$ cat src/rtl/sd_pkg.sv
// Shared definitions for the SD SPI-mode card responder and host initialiser.
// Holds command indices, R1 bit positions, the responder FSM encoding and frame length.
// No ports; import with sd_pkg::*.
package sd_pkg;

    localparam int CMD_LEN     = 48;  // start + tx + index + arg + crc7 + end
    localparam int CMD_HDR_LEN = 40;  // bits covered by CRC7

    localparam logic [5:0] CMD0  = 6'd0;
    localparam logic [5:0] CMD8  = 6'd8;
    localparam logic [5:0] CMD41 = 6'd41;
    localparam logic [5:0] CMD55 = 6'd55;

    // R1 response bit positions
    localparam int R1_IDLE      = 0;
    localparam int R1_ERASE_RST = 1;
    localparam int R1_ILLEGAL   = 2;
    localparam int R1_CRC_ERR   = 3;

    typedef enum logic [2:0] {
        ST_HUNT,
        ST_RX,
        ST_DECODE,
        ST_NCR,
        ST_TX
    } rsp_state_t;

endpackage

$ cat src/rtl/sd_crc7.sv
// Serial CRC7 (x^7 + x^3 + 1), MSB-first, zero initial value.
// Ports: SD_CLK, rst_n (async, active low), clr (synchronous clear), en (absorb din), crc (remainder).
// One bit per enabled cycle; clr has priority over en.
module sd_crc7 (
    input  logic       SD_CLK,
    input  logic       rst_n,
    input  logic       clr,
    input  logic       en,
    input  logic       din,
    output logic [6:0] crc
);

    logic fb;
    assign fb = din ^ crc[6];

    always_ff @(posedge SD_CLK or negedge rst_n) begin
        if (!rst_n) begin
            crc <= 7'd0;
        end else if (clr) begin
            crc <= 7'd0;
        end else if (en) begin
            crc <= {crc[5:0], 1'b0} ^ (fb ? 7'h09 : 7'h00);
        end
    end

endmodule

$ cat src/rtl/sd_spi_card_responder.sv
// Card-side SD SPI-mode responder: frames 48-bit commands on SD_DATAIN, answers R1/R7 on SD_DATAOUT.
// Ports: SD_CLK/rst_n/SD_CS/SD_DATAIN in; SD_DATAOUT (idles 1), card_idle, card_ready, cmd_strobe, cmd_index, cmd_arg out.
// Optional CRC7 command check when SD_CARD_CRC7_CHECK_EN is defined; otherwise the CRC field is ignored.
module sd_spi_card_responder
    import sd_pkg::*;
#(
    parameter int NCR_BYTES   = 1,
    parameter int ACMD41_BUSY = 3
) (
    input  logic        SD_CLK,
    input  logic        rst_n,
    input  logic        SD_CS,
    input  logic        SD_DATAIN,
    output logic        SD_DATAOUT,
    output logic        card_idle,
    output logic        card_ready,
    output logic        cmd_strobe,
    output logic [5:0]  cmd_index,
    output logic [31:0] cmd_arg
);

    localparam int BUSY_W = (ACMD41_BUSY > 0) ? $clog2(ACMD41_BUSY + 1) : 1;
    // DECODE itself is the first filler cycle, so NCR holds for one less.
    localparam logic [5:0] NCR_CNT = 6'(8 * NCR_BYTES - 1);

    rsp_state_t state, state_nxt;

    logic [39:0]       rx_sr;     // first 40 bits of the frame: start, tx, index, arg
    logic [39:0]       tx_sr;     // response, left aligned
    logic [5:0]        cnt;
    logic              long_q;
    logic              spi_mode, app_cmd;
    logic [BUSY_W-1:0] busy;

    logic [5:0]        dec_idx;
    logic [31:0]       dec_arg;
    logic [7:0]        r1;
    logic [39:0]       dec_tx;
    logic              dec_long, dec_respond, crc_ok;
    logic              spi_mode_nxt, idle_nxt, ready_nxt, app_nxt;
    logic [BUSY_W-1:0] busy_nxt;

`ifdef SD_CARD_CRC7_CHECK_EN
    logic [6:0] crc_res;
    logic       crc_clr, crc_en;
    // Clearing in HUNT stands in for the always-zero start bit. Bits 1..46
    // (header plus received CRC) are absorbed; a good frame leaves remainder 0.
    assign crc_clr = (state == ST_HUNT);
    assign crc_en  = (state == ST_RX) && (cnt <= 6'd46);
    sd_crc7 u_crc7 (
        .SD_CLK (SD_CLK),
        .rst_n  (rst_n),
        .clr    (crc_clr),
        .en     (crc_en),
        .din    (SD_DATAIN),
        .crc    (crc_res)
    );
    assign crc_ok = (crc_res == 7'd0);
`else
    assign crc_ok = 1'b1;
`endif

    // Command decode: response and next card flags, applied in DECODE.
    always_comb begin
        dec_idx      = rx_sr[37:32];
        dec_arg      = rx_sr[31:0];
        spi_mode_nxt = spi_mode;
        idle_nxt     = card_idle;
        ready_nxt    = card_ready;
        app_nxt      = 1'b0;
        busy_nxt     = busy;
        dec_respond  = 1'b1;
        dec_long     = 1'b0;
        r1           = 8'h00;
        r1[R1_IDLE]  = card_idle;
        if (!spi_mode && (dec_idx != CMD0)) begin
            dec_respond = 1'b0;
        end else if (!crc_ok) begin
            app_nxt        = app_cmd;   // command not executed: flags untouched
            r1[R1_CRC_ERR] = 1'b1;
        end else begin
            case (dec_idx)
                CMD0: begin
                    spi_mode_nxt = 1'b1;
                    idle_nxt     = 1'b1;
                    ready_nxt    = 1'b0;
                    busy_nxt     = BUSY_W'(ACMD41_BUSY);
                    r1           = 8'h01;
                end
                CMD8: begin
                    if (dec_arg[11:8] == 4'h1) dec_long = 1'b1;
                    else                       r1[R1_ILLEGAL] = 1'b1;
                end
                CMD55: app_nxt = 1'b1;
                CMD41: begin
                    if (!app_cmd) begin
                        r1[R1_ILLEGAL] = 1'b1;
                    end else if (busy != '0) begin
                        busy_nxt = busy - BUSY_W'(1);
                    end else begin
                        idle_nxt  = 1'b0;
                        ready_nxt = 1'b1;
                        r1        = 8'h00;
                    end
                end
                default: r1[R1_ILLEGAL] = 1'b1;
            endcase
        end
        dec_tx = dec_long ? {r1, 24'h000001, dec_arg[7:0]} : {r1, 32'h0};
    end

    always_comb begin
        state_nxt = state;
        case (state)
            ST_HUNT:   if (!SD_CS && !SD_DATAIN) state_nxt = ST_RX;
            // Framing (start=0, tx=1, end=1) is judged once the end bit arrives.
            ST_RX:     if (cnt == 6'd47)
                           state_nxt = (SD_DATAIN && (rx_sr[39:38] == 2'b01)) ? ST_DECODE : ST_HUNT;
            ST_DECODE: state_nxt = dec_respond ? ST_NCR : ST_HUNT;
            ST_NCR:    if (cnt == 6'd1) state_nxt = ST_TX;
            ST_TX:     if (cnt == 6'd1) state_nxt = ST_HUNT;
            default:   state_nxt = ST_HUNT;
        endcase
        if (SD_CS) state_nxt = ST_HUNT;
    end

    always_ff @(posedge SD_CLK or negedge rst_n) begin
        if (!rst_n) state <= ST_HUNT;
        else        state <= state_nxt;
    end

    always_ff @(posedge SD_CLK or negedge rst_n) begin
        if (!rst_n) begin
            rx_sr      <= '0;
            tx_sr      <= '0;
            cnt        <= '0;
            long_q     <= 1'b0;
            spi_mode   <= 1'b0;
            app_cmd    <= 1'b0;
            busy       <= BUSY_W'(ACMD41_BUSY);
            card_idle  <= 1'b0;
            card_ready <= 1'b0;
            cmd_strobe <= 1'b0;
            cmd_index  <= '0;
            cmd_arg    <= '0;
        end else begin
            cmd_strobe <= (state == ST_DECODE);
            case (state)
                ST_HUNT: begin
                    cnt   <= 6'd1;
                    rx_sr <= {39'd0, SD_DATAIN};
                end
                ST_RX: begin
                    cnt <= cnt + 6'd1;
                    if (cnt < 6'd40) rx_sr <= {rx_sr[38:0], SD_DATAIN};
                end
                ST_DECODE: begin
                    cmd_index  <= dec_idx;
                    cmd_arg    <= dec_arg;
                    spi_mode   <= spi_mode_nxt;
                    card_idle  <= idle_nxt;
                    card_ready <= ready_nxt;
                    app_cmd    <= app_nxt;
                    busy       <= busy_nxt;
                    tx_sr      <= dec_tx;
                    long_q     <= dec_long;
                    cnt        <= NCR_CNT;
                end
                ST_NCR: cnt <= (cnt == 6'd1) ? (long_q ? 6'd40 : 6'd8) : cnt - 6'd1;
                ST_TX: begin
                    tx_sr <= {tx_sr[38:0], 1'b0};
                    cnt   <= cnt - 6'd1;
                end
                default: ;
            endcase
        end
    end

    // MISO changes on the falling edge; CS high forces it to 1 at the next one.
    always_ff @(negedge SD_CLK or negedge rst_n) begin
        if (!rst_n) SD_DATAOUT <= 1'b1;
        else        SD_DATAOUT <= ((state == ST_TX) && !SD_CS) ? tx_sr[39] : 1'b1;
    end

endmodule

$ cat config.mk
export PLATFORM = sky130hd
export DESIGN_NAME = sd_spi_card_responder
export DESIGN_NICKNAME = d
export VERILOG_FILES = /design/src/rtl/sd_pkg.sv /design/src/rtl/sd_crc7.sv /design/src/rtl/sd_spi_card_responder.sv
export SDC_FILE = /design/constraint.sdc
export NUM_CORES = 1
export LEC_CHECK = 0
export CORE_ASPECT_RATIO = 0.75
export CORE_UTILIZATION = 45
export DETAILED_ROUTE_END_ITERATION = 8
export DONT_BUFFER_PORTS = 1
export GPL_ROUTABILITY_DRIVEN = 0
export MAX_ROUTING_LAYER = met4
export SKIP_LAST_GASP = 1
export SLEW_MARGIN = 20
export SYNTH_ARGS = -nofsm -noshare
export SYNTH_HDL_FRONTEND = slang
export SYNTH_SLANG_ARGS = --single-unit
$ cat constraint.sdc
create_clock -name SD_CLK -period 5.05 [get_ports SD_CLK]
set_input_delay 0.7575 -clock SD_CLK [delete_from_list [all_inputs] [get_ports SD_CLK]]
set_output_delay 0.7575 -clock SD_CLK [all_outputs]
set_load 0.03 [all_outputs]
==> impl_metrics.py <==
metrics = {
    "detailed_routing": {
        "met2WireLength_um": 5250,
        "routed.top_layer": "met4",
        "avgRoutedWirePerCell_um": 15.5,
        "first_pass_iters": 5,
        "met3_length_um": 542,
        "ant_nets": 0,
        "drt_drc_violations_left": 0,
        "routed_wl_um": 11900,
        "wl_met1_um": 5980,
        "via_count": 4161,
        "drtIter0Drc": 268,
        "avgViaCountPerCell": 5.44,
    },
    "final_layout": {
        "area_growth_pct": 11.4,
        "seqCellArea_um2": 3410,
        "diodes": 0,
        "drive_gt1_frac": 0.102,
        "nFillCells": 1175,
        "final_nets": 594,
        "fin_util": 0.523,
        "multi_input_area_um2": 2250,
    },
    "hold_path": {
        "min_path_type": "in -> async",
    },
    "timing": {
        "finClkSkew_ns": 0.0259,
        "grt_setup_unrepaired": "false",
        "setup_slack_ns": 0.732,
        "slew_viol_final": 0,
        "setup_viol": 0,
        "final-hold-violation-count": 0,
        "relSlewSlack": 0.425,
        "worst_slew_pin_slew_ns": 0.861,
        "tns_ns": 0,
    },
    "yosys": {
        "syn-num-nets": 611,
        "synth_area_um2": 5880,
        "async_flop_share": 1.00,
        "synth-warning-count": 0,
        "yosys.area.top_type": "dfrtp_1",
        "syn_area_per_cell_um2": 9.75,
        "synth_commonest_cells": "nand2_1, dfrtp_1, o21ai_0",
        "synth.distinct_cells": 62,
        "seq_area_frac_synth": 0.580,
        "synth_top_area_share": 0.566,
        "synthFlopType": "dfrtp_1",
        "synth-edff-count": 0,
        "synth_area_leaders": "dfrtp_1, nand2_1, a22o_1, o21ai_0, clkbuf_1",
        "synth.most_common_cell": "nand2_1",
        "ys_ff_latch": 136,
        "synth_cells": 603,
    },
    "global_route": {
        "antenna_found_initial": 0,
        "gr-total-overflow": 0,
        "grt_pass1_wl_um": 20600,
        "first_global_vias": 4057,
        "grt_max_degree": 137,
        "grt.total_usage": 0.203,
    },
    "power_and_ir_drop": {
        "p_per_area_nw_per_um2": 374,
        "power.leakage_nw": 3.20,
        "vdd_drop_max_uv": 246,
    },
    "critical_path": {
        "path_depth": 0,
        "end_kind": "output port",
        "r2r-end": "SD_DATAOUT",
        "worst_r2r_path_depth": 3,
        "crit_end": "SD_DATAOUT",
        "worstPathRequired_ns": 4.29,
        "worst-setup-path-type": "reg -> out",
        "critical_path.max_fanout": 1,
        "ff2ff_setup_slack_ns": 1.03,
        "critPathLaunchType": "flop",
        "startpoint": "SD_DATAOUT",
        "r2r-start": "state[0]",
        "cp.arrival_ns": 3.56,
    },
    "placement": {
        "place_ws_ns": 1.03,
        "dp_hpwl_um": 7260,
        "port_buffers": 0,
    },
    "floorplanning": {
        "die_w_um": 134,
        "core-area_um2": 12500,
        "dieArea_um2": 13500,
        "start_util": 0.469,
        "die_h_um": 101,
        "num_rows": 35,
        "io_pins": 46,
    },
    "clock_network": {
        "cts_resized": 0,
        "clockRootBuffer": "clkbuf_16",
        "cts.sink_count": 136,
        "hold_buffers": 0,
        "numCtsBuffers": 17,
        "cts_post_setup_buffers_inserted": 0,
        "h-tree-depth": 4,
        "cts_tree": "built",
        "clk_pin_slew_ns": 0.06,
        "clk_path_buf_depth": 2,
        "insertion_delay_ns": 0.43,
    },
    "status": {
        "status": "completed",
    },
    "flow_run": {
        "maxCapViolations": 0,
    },
}
[worst min path at each step]
stage                     cells after the start            to
after detailed placement                      0  cmd_index[4]
after floorplan                               0       app_cmd
final                                         0   cmd_arg[28]
after CTS                                     0   cmd_arg[17]
after global routing                          0   cmd_arg[28]
after global placement                        0    cmd_strobe
[state kept, by name, indices dropped and copies added (netlist names), 2 cells and up]
signal and flops:
cmd_index 6, state 3, cnt 6, cmd_arg 32, tx_sr 40, rx_sr 40
busy 2
[cell usage in the layout (no fill, tap or decap), types with 3 or more instances in the layout]
master	instances
a211o_1	3
a21oi_1	13
a221o_1	10
a22o_1	30
a31oi_1	4
and3_1	9
buf_4	8
clkbuf_16	17
clkinv_4	3
dfrtp_1	133
dfstp_2	3
ha_1	4
inv_1	12
inv_6	4
mux2_2	4
nand2_1	203
nand2b_1	5
nand3_1	6
nor2_1	9
nor2_2	3
nor3_1	7
o21ai_0	36
o21ai_1	10
o22ai_1	5
or3_1	5
[stage by stage]
step | hold WS (ns) | std cells | total power, mW | cell area (um2)
floorplan | 0.457 | 603 | 1.25 | 5880
global placement | 0.467 | 733 | 1.27 | 5970
detailed placement | 0.467 | 733 | 1.27 | 5970
CTS | 0.0204 | 765 | 2.48 | 6550
global route | 0.0162 | 765 | 2.55 | 6550
finish | 0.0388 | 765 | 2.45 | 6550
[cells by family after synthesis]
kind of cell | after synthesis | share of synthesized area
compound gates | 130 | 0.155
xor+xnor | 2 | 0.00298
fa+ha+maj | 4 | 0.00852
buf+inv | 57 | 0.0396
flops | 136 | 0.580
mux | 7 | 0.0151
simple gates | 267 | 0.199
[report_power, final]
group / switching [mW] / total [mW] / internal, mW
registers: 0.0274 / 1.13 / 1.10
clock network: 0.490 / 1.19 / 0.704
logic: 0.0683 / 0.122 / 0.0533
total: 0.586 / 2.45 / 1.86
[final cells by class]
| type | instances | share of cell area |
|---|---|---|
| Inverter | 12 | 0.00688 |
| Clock buffer | 18 | 0.0671 |
| Sequential cell | 136 | 0.520 |
| Multi-Input combinational cell | 410 | 0.343 |
| Tap cell | 166 | 0.0317 |
| Timing Repair Buffer | 8 | 0.00917 |
| Clock inverter | 15 | 0.0218 |
[metal layers]
layer	global-route usage	up-vias
met5	-	-
met4	0.0691	0
met3	0.0548	9
met2	0.290	69
met1	0.278	2043
li1	-	2040
(Power assumes the default switching activity.)
